==> config.mk <==
export PLATFORM = sky130hd
export DESIGN_NAME = radix_4_otfc_v1
export DESIGN_NICKNAME = d
export VERILOG_FILES = /design/src/rtl/radix_4_otfc_v1.sv
export SDC_FILE = /design/constraint.sdc
export NUM_CORES = 1
export LEC_CHECK = 0
export ABC_AREA = 1
export CAP_MARGIN = 0
export CORE_ASPECT_RATIO = 0.9
export CORE_MARGIN = 8
export CORE_UTILIZATION = 30
export CTS_BUF_LIST = sky130_fd_sc_hd__clkbuf_2 sky130_fd_sc_hd__clkbuf_4 sky130_fd_sc_hd__clkbuf_8
export CTS_CLUSTER_DIAMETER = 60
export DETAILED_ROUTE_END_ITERATION = 16
export PLACE_DENSITY = 0.46
export SLEW_MARGIN = 15
export SYNTH_ARGS = -nofsm -noshare
export SYNTH_HDL_FRONTEND = slang
export SYNTH_SLANG_ARGS = --single-unit
==> constraint.sdc <==
create_clock -name clk -period 6.65 [get_ports clk]
set_input_delay 1.995 -clock clk [delete_from_list [all_inputs] [get_ports clk]]
set_output_delay 1.995 -clock clk [all_outputs]
set_load 0.005 [all_outputs]
==> src/rtl/radix_4_otfc_v1.sv <==
// On-the-fly conversion of a radix-4 one-hot signed-digit stream into a binary
// quotient, with final remainder-sign correction and a valid/ready result port.
module radix_4_otfc_v1 #(
    parameter int unsigned WIDTH             = 32,
    parameter int unsigned QUOT_ONEHOT_WIDTH = 5,
    parameter int unsigned MAX_DIGITS        = WIDTH / 2
) (
    input  logic                         clk,
    input  logic                         rst,
    input  logic                         start_i,
    input  logic                         digit_valid_i,
    input  logic [QUOT_ONEHOT_WIDTH-1:0] quot_digit_i,
    input  logic                         last_i,
    input  logic                         rem_neg_i,
    output logic                         quot_valid_o,
    input  logic                         quot_ready_i,
    output logic [WIDTH-1:0]             quot_o,
    output logic                         busy_o,
    output logic [$clog2(MAX_DIGITS):0]  digit_cnt_o,
    output logic                         err_o
);

    localparam int unsigned CNT_W = $clog2(MAX_DIGITS) + 1;

    typedef enum logic [1:0] {
        IDLE = 2'd0,
        ACC  = 2'd1,
        DONE = 2'd2
    } state_t;

    state_t             state_q;
    logic [WIDTH-1:0]   q_q;
    logic [WIDTH-1:0]   qm_q;
    logic [WIDTH-1:0]   q_d;
    logic [WIDTH-1:0]   qm_d;
    logic               bad_digit;
    logic               final_digit;
    logic               load;

    // Next Q/QM for the presented digit; malformed digits behave as zero.
    always_comb begin
        q_d       = {q_q[WIDTH-3:0], 2'b00};
        qm_d      = {qm_q[WIDTH-3:0], 2'b11};
        bad_digit = 1'b0;
        case (quot_digit_i)
            5'b10000: begin
                q_d  = {q_q[WIDTH-3:0], 2'b10};
                qm_d = {q_q[WIDTH-3:0], 2'b01};
            end
            5'b01000: begin
                q_d  = {q_q[WIDTH-3:0], 2'b01};
                qm_d = {q_q[WIDTH-3:0], 2'b00};
            end
            5'b00100: begin
                q_d  = {q_q[WIDTH-3:0], 2'b00};
                qm_d = {qm_q[WIDTH-3:0], 2'b11};
            end
            5'b00010: begin
                q_d  = {qm_q[WIDTH-3:0], 2'b11};
                qm_d = {qm_q[WIDTH-3:0], 2'b10};
            end
            5'b00001: begin
                q_d  = {qm_q[WIDTH-3:0], 2'b10};
                qm_d = {qm_q[WIDTH-3:0], 2'b01};
            end
            default: bad_digit = 1'b1;
        endcase
    end

    // A start is honoured in IDLE and ACC, and in DONE only with the handshake.
    always_comb begin
        load        = 1'b0;
        final_digit = last_i || (digit_cnt_o == CNT_W'(MAX_DIGITS - 1));
        case (state_q)
            IDLE:    load = start_i;
            ACC:     load = start_i;
            DONE:    load = start_i && quot_ready_i;
            default: load = 1'b0;
        endcase
    end

    always_ff @(posedge clk or posedge rst) begin
        if (rst) begin
            state_q      <= IDLE;
            q_q          <= '0;
            qm_q         <= '1;
            quot_o       <= '0;
            quot_valid_o <= 1'b0;
            busy_o       <= 1'b0;
            digit_cnt_o  <= '0;
            err_o        <= 1'b0;
        end else if (load) begin
            state_q      <= ACC;
            q_q          <= '0;
            qm_q         <= '1;
            quot_valid_o <= 1'b0;
            busy_o       <= 1'b1;
            digit_cnt_o  <= '0;
            err_o        <= 1'b0;
        end else begin
            case (state_q)
                ACC: begin
                    if (digit_valid_i) begin
                        q_q         <= q_d;
                        qm_q        <= qm_d;
                        digit_cnt_o <= digit_cnt_o + CNT_W'(1);
                        if (bad_digit) begin
                            err_o <= 1'b1;
                        end
                        if (final_digit) begin
                            quot_o       <= rem_neg_i ? qm_d : q_d;
                            quot_valid_o <= 1'b1;
                            state_q      <= DONE;
                        end
                    end
                end
                DONE: begin
                    if (quot_ready_i) begin
                        quot_valid_o <= 1'b0;
                        busy_o       <= 1'b0;
                        state_q      <= IDLE;
                    end
                end
                default: begin
                    busy_o  <= 1'b0;
                    state_q <= IDLE;
                end
            endcase
        end
    end

endmodule

======== Word level (Yosys, flattened, before mapping) ========
Index checks and enable logic that the tools add are counted.
operators by class
  eq/ne operators ......................... 13
  add/sub/neg operators ................... 1
  bitwise operators ....................... 1
  reductions and logical operators ........ 14
  mux-type cells .......................... 29
operators by type and width
  cell                                            number
  one-hot mux 32 bit (4 select lines)             2
  two-way mux 30 bit                              6
  two-way mux 32 bit                              1
  two-way mux 5 bit                               3
  == test 5 x 4 -> 1 bit (second input constant)  2
  two-way mux 1 bit                               9
  != test 3 bit (second input constant)           3
  two-way mux 2 bit                               4
  AND reduction 4 bit                             2
  one-hot mux 1 bit (2 select lines)              3
  AND reduction 3 bit                             2
  adder 5 x 1 -> 5 bit (second input constant)    1
  == test 5 x 1 -> 1 bit (second input constant)  1
  == test 5 x 2 -> 1 bit (second input constant)  1
  == test 5 x 3 -> 1 bit (second input constant)  1
  == test 5 bit (second input constant)           1
  OR reduction 5 bit                              1
  one-hot mux 2 bit (2 select lines)              1
  AND reduction 2 bit                             2
  nonzero test 2 bit                              2
  nonzero test 3 bit                              1
  == test 2 x 1 -> 1 bit (second input constant)  1
  == test 2 bit (second input constant)           1
  logical NOT 2 bit                               1
  other kinds (6)                                 6
storage, ports and cells
  logic and storage cells ................. 66
  output and inout port bits .............. 40
  register bits ........................... 102
  bits of input ports ..................... 12

======== Depth between registers and ports, before layout ========
Gate-level depths: netlist (run 1).
  depth in word-level cells ............... 6
  mapped depth ............................ 11
  gate-level depth less buffers ........... 10

======== Worst setup path before layout (run 1) ========
Ideal clock, no wire load.
  kind .................................... in2reg
  from .................................... in quot_digit_i[3]
  to ...................................... reg quot_o[10]
  path slack .............................. 3,645 ps
  stages .................................. 8
  data arrival time ....................... 2,887 ps
  required time ........................... 6,533 ps
  setup time .............................. 117 ps
  path buffers ............................ 2
  cell sequence ........................... nor2_1 > nand3_1 > buf_2 > buf_2 > nand3_1 > nand4_1 > nand3_1 > nand2_1
between the ends
  cells in the longest elaborated chain, start to end .. 3
  elaborated cells on any way between the ends .. 7
  classes of those cells .................. eq/ne: 4; mux: 3
RTL lines
  item                                            RTL line  source
  from (decl)                                     12        input logic [QUOT_ONEHOT_WIDTH-1:0] quot_digit_i,
  == test 5 x 1 -> 1 bit (tied with other cells)  45        case (quot_digit_i)
  one-hot mux 32 bit (4 select lines)             45
  two-way mux 32 bit (*)                          111       quot_o <= rem_neg_i ? qm_d : q_d;
  to (signal assigned)                            111
  to (decl)                                       17        output logic [WIDTH-1:0] quot_o,
Mark *: on every way between the ends. The rest lies on a longest branch, timed or not.
A chain may end at the register's enable or synchronous reset.

======== Worst setup path after layout (run 1) ========
  from .................................... in quot_digit_i[2]
  to ...................................... reg quot_o[15]
The elaborated chain is that of the path after synthesis.

==> impl_metrics.env, run 1 <==
export IMPL_grt_max_degree=70
export IMPL_synthesis_nets=687
export IMPL_path_cells="clkdlybuf4s50_1, nor2_1, nand3_1, buf_4, nand2_1, buf_4, nand2_1, nand4_1, nand3_1, nand2_1"
export IMPL_row_count=46
export IMPL_pwr_share_clk=0.316
export IMPL_first_pass_iters=6
export IMPL_cap_viol_max_count=0
export IMPL_ff_latch_area_um2=2590
export IMPL_use_met2=0.245
export IMPL_synth_cell_type_count=25
export IMPL_clockBufferDepth=2
export IMPL_n_antenna_cell=0
export IMPL_clk_pin_slew_ps=100
export IMPL_fin_tns_setup_ps=0
export IMPL_cts_setup_buffers=0
export IMPL_drc=0
export IMPL_grt_pass1_wl_um=26800
export IMPL_cts_resized=0
export IMPL_vias=5006
export IMPL_syn_inst=673
export IMPL_h_tree_depth=3
export IMPL_dieArea_um2=22400
export IMPL_hold_viol_final=0
export IMPL_min_period_ps=4180
export IMPL_ant_nets=0
export IMPL_final_cell_mix="nand2_1, nand3_1, nand4_1"
export IMPL_power_frac_comb=0.205
export IMPL_gr_usage_met1=0.203
export IMPL_rsz0062_at_grt="no"
export IMPL_final_common_cell="nand2_1"
export IMPL_grt_busiest_layer="met2"
export IMPL_slew_violations=0
export IMPL_fillCellCount=1847
export IMPL_cp_arrival_ps=4450
export IMPL_routedWlPerCell_um=17.5
export IMPL_clk_latency_ps=390
export IMPL_ys_warn_count=0
export IMPL_area_growth_pct=17.3
export IMPL_path_buf_inv=3
export IMPL_design_area_um2=6280
export IMPL_synth_seq_cells=102
export IMPL_worst_pin_slew_ps=1140
export IMPL_slowest_stage="clkdlybuf4s50_1"
export IMPL_crit_family="buffers and inverters"
export IMPL_drt_vias_per_instance=5.28
export IMPL_critPathLaunchType="input pin"
export IMPL_drtIter0Drc=421
export IMPL_internal_power_mw=1.11
export IMPL_maxClockFrequency_mhz=239
export IMPL_portBuffers=51
export IMPL_place_congestion=0.769
export IMPL_die_h_um=143
export IMPL_grt_pass1_vias=4901
export IMPL_critPathKind="input pin to flop"
export IMPL_core_area_um2=17600
export IMPL_io_pins=52
export IMPL_overflow=0
export IMPL_place_area_um2=6030
export IMPL_cp_common_cell="nand2_1"
export IMPL_ys_flop_type="dfrtp_1"
export IMPL_cpPeakStageDelay_ps=510
export IMPL_min_path_type="flop to flop"
export IMPL_multi_input_comb_area_um2=2480
export IMPL_irDropWorstVdd_uv=99.7
export IMPL_cts_sinks=102
export IMPL_crit_path_end_kind="flop"
export IMPL_pwr_share_seq=0.479
export IMPL_grtUsageTotal=0.152
export IMPL_slew_headroom=0.239
export IMPL_initial_core_util=0.305
export IMPL_worstPathMaxFanout=31
export IMPL_period_share=0.629
export IMPL_clock_skew_ps=13.8
export IMPL_yosysSeqAreaShare=0.484
export IMPL_p_leak_nw=2.95
export IMPL_layout_nets=717
export IMPL_root_buffer="clkbuf_8"
export IMPL_required_ps=6920
export IMPL_syn_area_per_cell_um2=7.95
export IMPL_dp_hpwl_um=9390
export IMPL_switching_share=0.279
export IMPL_cts_tree="done"
export IMPL_numCtsBuffers=9
export IMPL_outcome="complete, no violations"
export IMPL_synth_edff_count=0
export IMPL_p_sw_mw=0.430
export IMPL_power_total_mw=1.54
export IMPL_antenna_found_initial=0
export IMPL_drive_gt1_frac=0.110
export IMPL_setup_viol=0
export IMPL_globalRouteMet3Util=0.0296
export IMPL_die_x_um=157
export IMPL_drt_wl_total_um=16600
export IMPL_async_reset_ff_frac=1.00
export IMPL_hold_buffers=0
export IMPL_power_density_nw_per_um2=245
export IMPL_syn_cell_area_um2=5350
[sequential cells by signal (all words and copies together), names as in the netlist]
register      count
state_q           2
quot_valid_o      1
q_q              30
quot_o           32
busy_o            1
digit_cnt_o       5
qm_q             30
err_o             1
[layout make-up]
| type | instances | share of cell area |
|---|---|---|
| flip-flops and latches | 102 | 0.413 |
| clock inverters | 6 | 0.0173 |
| inverters | 21 | 0.0130 |
| multi-input cells | 508 | 0.395 |
| clock buffers | 10 | 0.0219 |
| repair buffers | 61 | 0.0925 |
| well taps | 240 | 0.0478 |
[power by group through the flow]
stage | logic (mW) | clock network (mW) | registers [mW]
finish | 0.316 | 0.487 | 0.737
CTS | 0.325 | 0.503 | 0.739
global route | 0.353 | 0.529 | 0.747
detailed placement | 0.322 | 0 | 0.749
global placement | 0.322 | 0 | 0.749
floorplan | 0.141 | 0 | 0.745
[path summary, 6_finish.rpt]
check	start	end	slack [ps]	cells after the start
worst max-delay path	quot_digit_i[2]	quot_o[15]	2470	10
max in group asynchronous	rst	qm_q[21]	3480	3
worst min register to register	quot_o[24]	quot_o[24]	480	2
worst max register to register	digit_cnt_o[0]	quot_o[1]	4120	11
worst min-delay path	quot_o[24]	quot_o[24]	480	2
min in group asynchronous	rst	q_q[27]	2140	2
[cells by family (layout without fill, tap and decap cells)]
logic type,Yosys count,count (layout),share of synthesized area
simple gates,457,457,0.397
buf+inv,63,98,0.0533
fa+ha+maj,2,2,0.00467
compound gates,49,49,0.0612
flops,102,102,0.484
[per-layer routing]
metal | vias up | wire length [um] | part of all wire
li1 | 2409 | - | -
met2 | 127 | 7940 | 0.48
met3 | 13 | 809 | 0.049
met1 | 2457 | 7690 | 0.46
met4 | 0 | 181 | 0.011
met5 | - | 0 | 0
[worst reg2reg max path: stages (launching register included)]
cell and delay (ps):
dfrtp_1 450, ha_1 230, inv_1 60, nor2_1 50, ha_1 170, nor2_1 280, nor2_4 60, buf_4 280
inv_2 640, a21oi_1 80, nand2_1 90, nand2_1 40
[Yosys cell counts (all sizes together) (6+ instances only)]
master,count,area [um^2]
inv,21,78.8
buf,30,161
nand4,87,544
nand2,231,897
dfstp,30,788
nand3,119,596
clkbuf,12,45.0
nor2,20,87.6
dfrtp,72,1800
a21oi,6,30.0
o21a,29,218
o21ai,9,45.0
[stage by stage]
stage / instances / utilization / hold slack [ps] / setup WS [ps]
floorplan: 673 / - / 450 / 2030
global placement: 932 / 0.343 / 458 / 2100
detailed placement: 932 / 0.343 / 464 / 2070
CTS: 948 / 0.358 / 491 / 2500
global route: 948 / 0.358 / 505 / 2290
finish: 948 / 0.358 / 483 / 2470
Power figures use the tool's default switching activity.
==> inputs of run 2 (changes only) <==
==> constraint.sdc (replaced) <==
create_clock -name clk -period 3.9 [get_ports clk]
set_input_delay 1.17 -clock clk [delete_from_list [all_inputs] [get_ports clk]]
set_output_delay 1.17 -clock clk [all_outputs]
set_load 0.005 [all_outputs]
==> run 2 against run 1 <==
Effect of this change: cell area up 0.52%; clock skew down 4.3 ps; utilization up 0.19 points; via count down 0.68%; sequential power up 70%; critical path depth down 1; worst setup slack worse by 1500 ps; register-to-register slack worse by 2400 ps; first-iteration DRC count down 18%; worst hold slack worse by 2.8 ps; global-route usage down 0.40 points; critical path type unchanged; largest cell class unchanged; highest routed layer unchanged.
==> impl_metrics.env, run 2 (synthesized netlist as in run 1, its figures left out) <==
export IMPL_ff2ff_path_depth=10
export IMPL_p_leak_nw=2.98
export IMPL_cp_common_cell="nand2_1"
export IMPL_crit_path_end_kind="flop"
export IMPL_drt_wl_total_um=16100
export IMPL_portBuffers=51
export IMPL_root_buffer="clkbuf_8"
export IMPL_first_pass_iters=5
export IMPL_row_count=46
export IMPL_cpPeakStageDelay_ps=540
export IMPL_overflow=0
export IMPL_ff_latch_area_um2=2590
export IMPL_period_share=0.744
export IMPL_initial_core_util=0.305
export IMPL_path_cells="clkdlybuf4s50_1, a21boi_1, nand2_1, nand2_2, buf_4, nand4_1, nand2_1, nand2_1, nor2_1"
export IMPL_dieArea_um2=22400
export IMPL_slowest_stage="clkdlybuf4s50_1"
export IMPL_die_x_um=157
export IMPL_irDropWorstVdd_uv=181
export IMPL_whs_ps=480
export IMPL_rsz0062_at_grt="no"
export IMPL_grtUsageTotal=0.148
export IMPL_drc=0
export IMPL_io_pins=52
export IMPL_maxClockFrequency_mhz=345
export IMPL_grt_pass1_wl_um=26000
export IMPL_setup_viol=0
export IMPL_r2r_end="quot_o[1]"
export IMPL_clk_pin_slew_ps=90
export IMPL_vias=4972
export IMPL_reg2reg_from="digit_cnt_o[0]"
export IMPL_numCtsBuffers=9
export IMPL_dp_hpwl_um=9630
export IMPL_outcome="complete, no violations"
export IMPL_routedWlPerCell_um=16.9
export IMPL_grt_pass1_vias=4852
export IMPL_worstPathMaxFanout=21
export IMPL_multi_input_comb_area_um2=2480
export IMPL_min_path_type="flop to flop"
export IMPL_grt_busiest_layer="met2"
export IMPL_worst_pin_slew_ps=711
export IMPL_cts_resized=0
export IMPL_area_growth_pct=17.9
export IMPL_place_congestion=0.785
export IMPL_clockBufferDepth=2
export IMPL_core_area_um2=17600
export IMPL_hp_start="quot_o[22]"
export IMPL_r2r_slack_ps=1750
export IMPL_gr_usage_met1=0.186
export IMPL_die_h_um=143
export IMPL_drtIter0Drc=344
export IMPL_min_to="quot_o[22]"
export IMPL_h_tree_depth=3
export IMPL_drt_vias_per_instance=5.21
export IMPL_globalRouteMet3Util=0.0363
export IMPL_hold_viol_final=0
export IMPL_critPathLaunchType="input pin"
export IMPL_min_period_ps=2900
export IMPL_layout_nets=723
export IMPL_final_common_cell="nand2_1"
export IMPL_slew_headroom=0.525
export IMPL_cts_tree="done"
export IMPL_final_cell_mix="nand2_1, nand3_1, nand4_1"
export IMPL_required_ps=4220
export IMPL_antenna_found_initial=0
export IMPL_critPathKind="input pin to flop"
export IMPL_clock_skew_ps=9.56
export IMPL_grt_max_degree=44
export IMPL_biggestRegsByFlops="quot_o: 32 flops, q_q: 30 flops, qm_q: 30 flops"
export IMPL_fin_tns_setup_ps=0
export IMPL_slew_violations=0
export IMPL_power_density_nw_per_um2=397
export IMPL_cts_sinks=102
export IMPL_cts_setup_buffers=0
export IMPL_use_met2=0.248
export IMPL_clk_latency_ps=380
export IMPL_cap_viol_max_count=0
export IMPL_top_register="quot_o"
export IMPL_fillCellCount=1833
export IMPL_drive_gt1_frac=0.116
export IMPL_ant_nets=0
export IMPL_hold_buffers=0
export IMPL_largest_reg_flops=32
export IMPL_cp_arrival_ps=3220
export IMPL_n_antenna_cell=0
export IMPL_min_path_cells=2
## run 2: power by group
part / internal [mW] / leakage [nW] / switching [mW] / total [mW]
clock: 0.336 / 0.110 / 0.370 / 0.706
combinational: 0.277 / 1.60 / 0.265 / 0.542
sequential: 1.18 / 1.27 / 0.0749 / 1.25
total: 1.79 / 2.98 / 0.709 / 2.50
## run 2: through the flow
stage	worst slack [ps]	area [um^2]	total power [mW]	cells	util
6_report	1000	6310	2.50	954	0.359
4_1_cts	1050	6310	2.56	954	0.359
5_1_grt	829	6310	2.66	954	0.359
3_3_place_gp	701	6100	1.82	938	0.348
2_1_floorplan	104	5350	1.51	673	-
3_5_place_dp	645	6100	1.83	938	0.348
## run 2: layer usage
layer	up-vias	wire, um
met5	-	0
met1	2400	7230
met2	144	7770
met3	20	833
met4	0	246
li1	2408	-
## run 2: area by class of cell
class                   count  area share
clock buffers              12      0.0252
clock inverters             4     0.00714
inverters                  21      0.0129
multi-input cells         508       0.393
flip-flops and latches    102       0.411
well taps                 240      0.0476
repair buffers             67       0.104
## run 2: worst max-delay path by stage
stage	start	end	slack [ps]	cells past startpoint
6_report	start_i	digit_cnt_o[3]	1000	9
5_1_grt	start_i	digit_cnt_o[3]	830	9
2_1_floorplan	rst	busy_o	100	1
4_1_cts	start_i	digit_cnt_o[3]	1050	9
3_5_place_dp	start_i	digit_cnt_o[3]	650	9
3_3_place_gp	start_i	digit_cnt_o[3]	700	9
## run 2: critical path, delay by kind of cell
family | cells | cell delay [ps]
simple gates | 6 | 890
buf+inv | 2 | 900
compound gates | 1 | 220
